### src/rtl/regfile_wb_arbiter.sv
// Writeback arbiter for three execution units onto a single register-file write port,
// plus a pending-destination scoreboard. Define WB_RR_ARB_EN for round-robin, else fixed priority.
module regfile_wb_arbiter #(
  parameter int XLEN = 64
) (
  input  logic            CLK,
  input  logic            reset,
  input  logic [2:0]      wb_valid,
  input  logic [4:0]      wb_rd0,
  input  logic [4:0]      wb_rd1,
  input  logic [4:0]      wb_rd2,
  input  logic [XLEN-1:0] wb_data0,
  input  logic [XLEN-1:0] wb_data1,
  input  logic [XLEN-1:0] wb_data2,
  output logic [2:0]      wb_ready,
  output logic [4:0]      DR,
  output logic [XLEN-1:0] WB_DATA,
  output logic            ST_REG,
  input  logic            issue_valid,
  input  logic [4:0]      issue_rd,
  output logic            issue_ready,
  input  logic [4:0]      SR1,
  input  logic [4:0]      SR2,
  output logic            rs1_busy,
  output logic            rs2_busy,
  input  logic            flush
);

  logic [2:0]      grant;
  logic            transfer;
  logic [4:0]      sel_rd;
  logic [XLEN-1:0] sel_data;
  logic [31:0]     busy;
  logic [31:0]     busy_next;
  logic            issue_fire;

`ifdef WB_RR_ARB_EN
  logic [1:0] rr_ptr;

  // Search order is ptr, ptr+1, ptr+2 (mod 3); first valid requester wins.
  function automatic logic [2:0] rr_pick(input logic [2:0] v, input logic [1:0] p);
    logic [2:0] pick;
    logic [2:0] s;
    pick = '0;
    for (int k = 0; k < 3; k++) begin
      s = {1'b0, p} + 3'(k);
      if (s >= 3'd3) s = s - 3'd3;
      if (pick == 3'b000 && v[s[1:0]]) pick[s[1:0]] = 1'b1;
    end
    return pick;
  endfunction

  always_comb grant = rr_pick(wb_valid, rr_ptr);

  always_ff @(posedge CLK) begin
    if (reset)
      rr_ptr <= 2'd0;
    else if (wb_ready[0])
      rr_ptr <= 2'd1;
    else if (wb_ready[1])
      rr_ptr <= 2'd2;
    else if (wb_ready[2])
      rr_ptr <= 2'd0;
  end
`else
  always_comb begin
    if (wb_valid[0])      grant = 3'b001;
    else if (wb_valid[1]) grant = 3'b010;
    else if (wb_valid[2]) grant = 3'b100;
    else                  grant = 3'b000;
  end
`endif

  assign wb_ready = reset ? 3'b000 : grant;
  assign transfer = |(wb_valid & wb_ready);

  // NOTE: every always_comb output gets a default first so no path leaves it unassigned (no latch).
  always_comb begin
    sel_rd   = wb_rd0;
    sel_data = wb_data0;
    if (wb_ready[1]) begin
      sel_rd   = wb_rd1;
      sel_data = wb_data1;
    end else if (wb_ready[2]) begin
      sel_rd   = wb_rd2;
      sel_data = wb_data2;
    end
  end

  // NOTE: state uses non-blocking assignments so every flop samples pre-edge values.
  always_ff @(posedge CLK) begin
    if (reset) begin
      DR      <= '0;
      WB_DATA <= '0;
      ST_REG  <= 1'b0;
    end else if (transfer) begin
      DR      <= sel_rd;
      WB_DATA <= sel_data;
      ST_REG  <= (sel_rd != 5'd0);
    end else begin
      ST_REG  <= 1'b0;
    end
  end

  assign issue_ready = !reset && (issue_rd == 5'd0 || !busy[issue_rd]);
  assign issue_fire  = issue_valid && issue_ready && (issue_rd != 5'd0);

  // Clear first, then set, so a same-cycle set on the retiring register wins.
  always_comb begin
    busy_next = busy;
    if (ST_REG)     busy_next[DR]       = 1'b0;
    if (issue_fire) busy_next[issue_rd] = 1'b1;
    busy_next[0] = 1'b0;
  end

  // NOTE: the scoreboard is a 32-bit flop vector, not a RAM, so it can and must be reset.
  always_ff @(posedge CLK) begin
    if (reset || flush)
      busy <= '0;
    else
      busy <= busy_next;
  end

  assign rs1_busy = busy[SR1];
  assign rs2_busy = busy[SR2];

endmodule

### config.mk
export PLATFORM = sky130hd
export DESIGN_NAME = regfile_wb_arbiter
export DESIGN_NICKNAME = d
export VERILOG_FILES = /design/src/rtl/regfile_wb_arbiter.sv
export SDC_FILE = /design/constraint.sdc
export NUM_CORES = 1
export LEC_CHECK = 0
export ABC_CLOCK_PERIOD_IN_PS = 3400
export CORE_AREA = 2 2 120 122
export DETAILED_ROUTE_END_ITERATION = 7
export DIE_AREA = 0 0 122 124
export HOLD_SLACK_MARGIN = 0.02
export PLACE_DENSITY = 0.82
export SYNTH_ARGS = -nofsm -noshare
export SYNTH_HDL_FRONTEND = slang
export SYNTH_SLANG_ARGS = --single-unit
### constraint.sdc
create_clock -name CLK -period 3.4 [get_ports CLK]
set_clock_uncertainty 0.2 [all_clocks]
set_input_delay 0.68 -clock CLK [delete_from_list [all_inputs] [get_ports CLK]]
set_output_delay 0.68 -clock CLK [all_outputs]
set_load 0.03 [all_outputs]
==> results of run 1 <==
==> power by group through the flow <==
stage / Combinational, mW / Clock [mW] / Sequential, mW
final: 0.871 / 1.14 / 1.29
after global routing: 0.922 / 1.21 / 1.30
after CTS: 0.869 / 1.16 / 1.29
after detailed placement: 0.855 / 0 / 1.32
after global placement: 0.849 / 0 / 1.32
after floorplan: 0.245 / 0 / 1.43
==> cells in the mapped netlist, types with 2 or more instances <==
library cell | number | area [um^2]
nand3b_1 | 6 | 45.0
mux2i_1 | 13 | 130
nor4_1 | 2 | 12.5
nor3_1 | 5 | 25.0
dfxtp_1 | 101 | 2020
a222oi_1 | 59 | 591
a2111oi_0 | 2 | 17.5
mux2_2 | 6 | 67.6
mux4_2 | 23 | 518
a211oi_1 | 7 | 52.6
clkbuf_1 | 39 | 146
and3_1 | 3 | 18.8
nor2_1 | 26 | 97.6
a21oi_1 | 65 | 325
nor3b_1 | 4 | 30.0
o21ai_0 | 11 | 55.1
o221ai_1 | 2 | 17.5
o22a_1 | 6 | 52.6
nor4b_1 | 3 | 26.3
nand2_1 | 106 | 398
buf_2 | 16 | 80.1
o21bai_1 | 2 | 15.0
nand2b_1 | 2 | 12.5
a32o_1 | 31 | 310
==> path summary, 6_finish.rpt <==
check,start,endpoint,slack [ns]
hold reg to reg,WB_DATA[17]$_SDFFE_PP0N_,WB_DATA[17]$_SDFFE_PP0N_,0.25
hold / removal,WB_DATA[17]$_SDFFE_PP0N_,WB_DATA[17]$_SDFFE_PP0N_,0.25
setup / recovery,SR2[0],rs2_busy,0.09
setup reg to reg,ST_REG$_SDFF_PP0_,busy[24]$_SDFF_PP0_,1.46
==> final cells by class <==
| type | count | area (um^2) |
|---|---|---|
| fill | 1141 | 4830 |
| timing repair buffer | 335 | 3380 |
| multi-input combinational | 393 | 2930 |
| sequential | 101 | 2020 |
| clock buffer | 11 | 253 |
| tap | 180 | 225 |
| clock inverter | 5 | 82.6 |
| antenna | 2 | 5.00 |
| inverter | 1 | 3.75 |
==> cells by family (layout without fill, tap and decap cells) <==
group,count (synthesis),count (layout),share of synthesized area [%]
AO/OA/AOI/OAI,186,186,28.0
buffers and inverters,57,352,4.54
flip-flops,101,101,39.2
multiplexers,42,42,13.9
other,0,2,0
AND/OR/NAND/NOR,165,165,14.4
==> flip-flops by register name, summed over array words and instances, names as in the netlist <==
name / flops
DR: 5
ST_REG: 1
WB_DATA: 64
busy: 31
==> what timing repair did <==
action,CTS,global route
gates resized for setup,27,4
setup endpoints to repair,3,2
cloned,2,0
hold endpoints to repair,0,0
==> through the flow <==
step / hold WS (ns) / power, mW / worst slack, ns / cells / TNS (ns)
6_report: 0.253 / 3.31 / 0.0948 / 1028 / 0
5_1_grt: 0.274 / 3.43 / 0.0526 / 1026 / 0
4_1_cts: 0.255 / 3.32 / 0.00194 / 1026 / 0
3_5_place_dp: 0.247 / 2.17 / -0.668 / 1008 / -1.55
3_3_place_gp: 0.241 / 2.16 / -0.621 / 1008 / -1.49
2_1_floorplan: 0.297 / 1.67 / 0.0994 / 551 / 0
==> worst max-delay path: stages <==
cell       delay, ns
buf_2           0.12
bufbuf_16       0.25
mux4_2          0.48
mux4_2          0.47
mux2_4          0.29
buf_6           0.14
==> metal layers <==
layer / part of all wire (%) / vias to the layer above / wire (um)
li1: - / 2766 / -
met1: 36 / 2886 / 7900
met2: 50 / 336 / 11100
met3: 11 / 44 / 2540
met4: 2.6 / 0 / 580
met5: 0 / - / 0
==> impl_metrics.yaml, run 1 <==
outcome:
  status: "complete, no violations"
floorplan:
  die-area_mm2: 0.0151
  die_w_um: 122
  std_cell_rows: 43
  io_pins: 305
  die_h_um: 124
  start_util_pct: 37.6
  core_mm2: 0.0137
clock_network:
  post-cts-setup-buffers: 0
  cts_max_path_buffers: 2
  clk_latency_ns: 0.35
  cts_max_level: 3
  cts_tree: "done"
  path_clk_slew_ns: 0.06
  cts_buffers: 9
  clock-sinks: 101
  cts_hold_buf: 0
  cts_root_buffer: "clkbuf_16"
sta:
  drv_slew: 0
  max_freq_ghz: 0.303
  hold_viol_final: 0
  rsz0062_at_grt: "false"
  final.min_clock_period_ns: 3.31
  setup_violations: 0
  worst_pin_slew_ns: 0.992
  period_share_pct: 97.2
  max_slew_margin_pct: 33.8
power_and_ir_drop:
  p_sw_share_pct: 27.4
  p_comb_share_pct: 26.3
  power_frac_clock_pct: 34.6
  p_sw_mw: 0.907
  internal_power_mw: 2.40
  peakVddDrop_mv: 0.464
  power.density_mw_per_mm2: 372
  seq_power_share_pct: 39.1
  p_leak_nw: 3.14
yosys:
  ys_ff_latch: 101
  ys_types: 35
  syn_nets: 780
  synth.avg_cell_area_um2: 9.36
  syn_inst: 551
  synth-edff-count: 0
  synth-main-ff-cell: "dfxtp_1"
  seq_area_frac_synth_pct: 39.2
  synth_area_mm2: 0.00516
  synthArstFlopShare_pct: 0
  yosys_warnings: 0
job:
  timing.max_cap.violations: 0
global_route:
  grtUsageMet3_pct: 11.6
  use_met2_pct: 49.9
  antenna_found_initial: 0
  track_usage_pct: 28.6
  grt_pass1_wl_um: 32700
  grt_max_degree: 60
  use_met1_pct: 31.7
  busiest_layer: "met2"
  overflow: 0
  grt_pass1_vias: 5892
critical_path:
  cp_data_arrival_time_ns: 2.43
  worst-setup-path-type: "in2out"
  worstSetupStartpointType: "input port"
  crit_fanout: 4
  critPathCaptureType: "primary output"
  worstRegToRegCells: 3
  critical_path_required_ns: 2.52
drt:
  ant_nets: 0
  vias_per_cell: 5.87
  wirelength_um: 22100
  vias: 6032
  drtPass1Iterations: 6
  post-route-drc-count: 0
  drt_iter0_markers: 656
  wl_per_cell_um: 21.5
place:
  place.gp.congestion: 0.913
  hpwlAfterDp_um: 16700
  place_area_mm2: 0.00849
  io_buffer_count: 304
final_layout:
  areaGrowthSynthToFinish_pct: 72.4
  layout_common_cells: "clkdlybuf4s50_1 (291), nand2_1 (106), dfxtp_1 (101)"
  mostFrequentLayoutCell: "clkdlybuf4s50_1"
  final_util_pct: 64.8
  final_layout_size_suffix_gt1_share_pct: 10.9
  fin_area_mm2: 0.00889
  fin_nets: 1070
min_path:
  hold_path.class: "reg2reg"
  hold-path-cell-count: 2
Note: power is estimated with default switching activity, not from simulation.
==> run 2: changes to the inputs <==
Settings changed: ABC_AREA from default to 1, CORE_AREA 2 2 120 122 to 2 2 127 129, DIE_AREA 0 0 122 124 to 0 0 129 131, PLACE_DENSITY 0.82 to 0.83.
==> impl_metrics.yaml, run 2 <==
place:
  dp_slack_ns: 0.200
  hpwlAfterDp_um: 19700
  place.gp.congestion: 1.04
  place_area_mm2: 0.00951
  io_buffer_count: 304
yosys:
  synth-edff-count: 0
  synth_most_common_cell: "nand2_1"
  synth-main-ff-cell: "dfxtp_1"
  ys_ff_latch: 101
  synthTopCellsByArea: "dfxtp_1 (32%), o21ai_0 (11%), nand2_1 (9.4%), o211ai_1 (6.7%), a31oi_1 (5.8%)"
  synth_area_mm2: 0.00636
  seq_area_frac_synth_pct: 31.8
  synth.avg_cell_area_um2: 7.03
  syn_inst: 904
  synthArstFlopShare_pct: 0
  synth_top_cell_by_area: "dfxtp_1"
  ys_types: 28
  synth_top_area_share_pct: 31.8
  yosys_warnings: 0
  syn_nets: 1133
  synth_commonest_cells: "nand2_1 (160), o21ai_0 (143), dfxtp_1 (101)"
global_route:
  grt_pass1_vias: 7330
  overflow: 0
  grt_max_degree: 75
  antenna_found_initial: 3
  track_usage_pct: 30.7
  grt_pass1_wl_um: 39800
drt:
  drt_iter0_markers: 606
  vias_per_cell: 5.55
  vias: 7781
  ant_nets: 0
  wirelength_um: 26700
  drtPass1Iterations: 6
  post-route-drc-count: 0
  wl_per_cell_um: 19.0
min_path:
  hp-start: "WB_DATA[46]$_SDFFE_PP0N_"
  hold-path-cell-count: 2
  hold_path_end: "WB_DATA[46]$_SDFFE_PP0N_"
  hold_path.class: "reg2reg"
power_and_ir_drop:
  power.density_mw_per_mm2: 342
  seq_power_share_pct: 39.1
  p_comb_share_pct: 30.9
  p_sw_mw: 1.09
  p_sw_share_pct: 32.4
  peakVddDrop_mv: 0.276
  power_frac_clock_pct: 30.0
  p_leak_nw: 3.48
  internal_power_mw: 2.27
  totalPowerFinal_mw: 3.36
sta:
  max_freq_ghz: 0.309
  period_share_pct: 95.3
  final.min_clock_period_ns: 3.24
  setup_violations: 0
  hold_viol_final: 0
  hold_slack_ns: 0.280
  worst_pin_slew_ns: 0.819
  max_slew_margin_pct: 45.4
  fin_ws_ns: 0.159
  drv_slew: 0
  tns_ns: 0
clock_network:
  clock-sinks: 101
  path_clk_slew_ns: 0.07
  clk_latency_ns: 0.36
  cts_root_buffer: "clkbuf_16"
  cts_max_path_buffers: 2
  cts_max_level: 3
  cts_hold_buf: 0
  cts_tree: "done"
  cts_buffers: 9
critical_path:
  r2r-end: "busy[19]$_SDFF_PP0_"
  worst-setup-path-type: "in2out"
  cp_slowest_cell: "clkdlybuf4s50_1"
  cp_data_arrival_time_ns: 2.36
  max_stage_delay_ns: 0.53
  crit_path_frequent_cell: "o21ai_0"
  regToRegSetupSlack_ns: 1.33
  path_cells: "clkdlybuf4s50_1, clkinvlp_4, buf_2, o21ai_0, o21ai_0, o211ai_1, o21ai_0, inv_1, o21ai_0, buf_4"
  regToRegStartpoint: "busy[31]$_SDFF_PP0_"
  cp_num_buf_inv: 5
  critical_path_required_ns: 2.52
  critPathCaptureType: "primary output"
  worstRegToRegCells: 12
  worstSetupStartpointType: "input port"
  crit_fanout: 7
  crit_family: "buffers and inverters"
floorplan:
  std_cell_rows: 46
  core_mm2: 0.0156
  start_util_pct: 40.8
  io_pins: 305
  die_h_um: 131
  die_w_um: 129
  die-area_mm2: 0.0169
final_layout:
  final_layout_size_suffix_gt1_share_pct: 14.7
  largest_reg_flops: 64
  layout_common_cells: "clkdlybuf4s50_1 (299), nand2_1 (158), o21ai_0 (143)"
  top_register: "WB_DATA"
  areaGrowthSynthToFinish_pct: 54.6
  mostFrequentLayoutCell: "clkdlybuf4s50_1"
  reg_top3: "WB_DATA (64), busy (31), DR (5)"
  fin_nets: 1406
  fin_area_mm2: 0.00983
outcome:
  status: "complete, no violations"
job:
  timing.max_cap.violations: 0
[run 2: changes by cell type after synthesis, sizes merged, moves of 31 or more]
cell,delta
nor2,+48
or2,+54
a31oi,+59
nand3,+65
o21ai,+132
a32o,-31
inv,+42
o211ai,+57
a222oi,-59
nand2,+57
[run 2: how the worst max path moves through the flow]
stage / slack [ns] / startpoint / to / depth (start not counted)
2_1_floorplan: 0.33 / SR1[0] / rs1_busy / 8
3_3_place_gp: 0.21 / SR1[0] / rs1_busy / 9
3_5_place_dp: 0.20 / SR1[0] / rs1_busy / 9
4_1_cts: 0.19 / SR1[0] / rs1_busy / 9
5_1_grt: -0.0009 / SR1[0] / rs1_busy / 10
6_report: 0.16 / SR1[0] / rs1_busy / 10
[run 2: stage by stage]
stage          std cells  utilization (%)
2_1_floorplan        904                -
3_3_place_gp        1378             61.0
3_5_place_dp        1378             61.0
4_1_cts             1394             62.8
5_1_grt             1401             63.0
6_report            1401             63.0
[run 2: routing by layer]
layer	wire, um	up-vias	track usage [%]
met5	0	-	0
met4	1160	0	15.4
met3	2590	92	9.12
met2	12900	416	51.0
met1	10100	3556	36.3
li1	-	3717	-
[run 2: kinds of logic after synthesis]
family / synth area share [%]
AO/OA/AOI/OAI: 31.9
buffers and inverters: 8.42
flip-flops: 31.8
AND/OR/NAND/NOR: 27.9
[run 2: final cells by class]
class                   instances  area, um^2
repair buffers                330        3270
inverters                      43         165
well taps                     216         270
diodes                          3        7.51
clock buffers                   9         225
flip-flops and latches        101        2020
clock inverters                 7        56.3
multi-input cells             692        3810
fillers                      1387        5770
[run 2: power groups by stage]
stage          sequential, mW  clock, mW  combinational [mW]
3_5_place_dp             1.34          0                1.03
4_1_cts                  1.32       1.02                1.03
6_report                 1.32       1.01                1.04
3_3_place_gp             1.34          0                1.02
2_1_floorplan            1.49          0               0.338
5_1_grt                  1.33       1.08                1.11
[run 2: repair_timing]
action | in CTS | in global routing
setup buffers | 0 | 4
setup endpoints to repair | 0 | 1
resized for setup | 0 | 1
[run 2: worst min-delay path, cell delays in order, from the launching register on]
cell and delay (ns):
dfxtp_1 0.33, nand3_1 0.06, o21ai_0 0.06
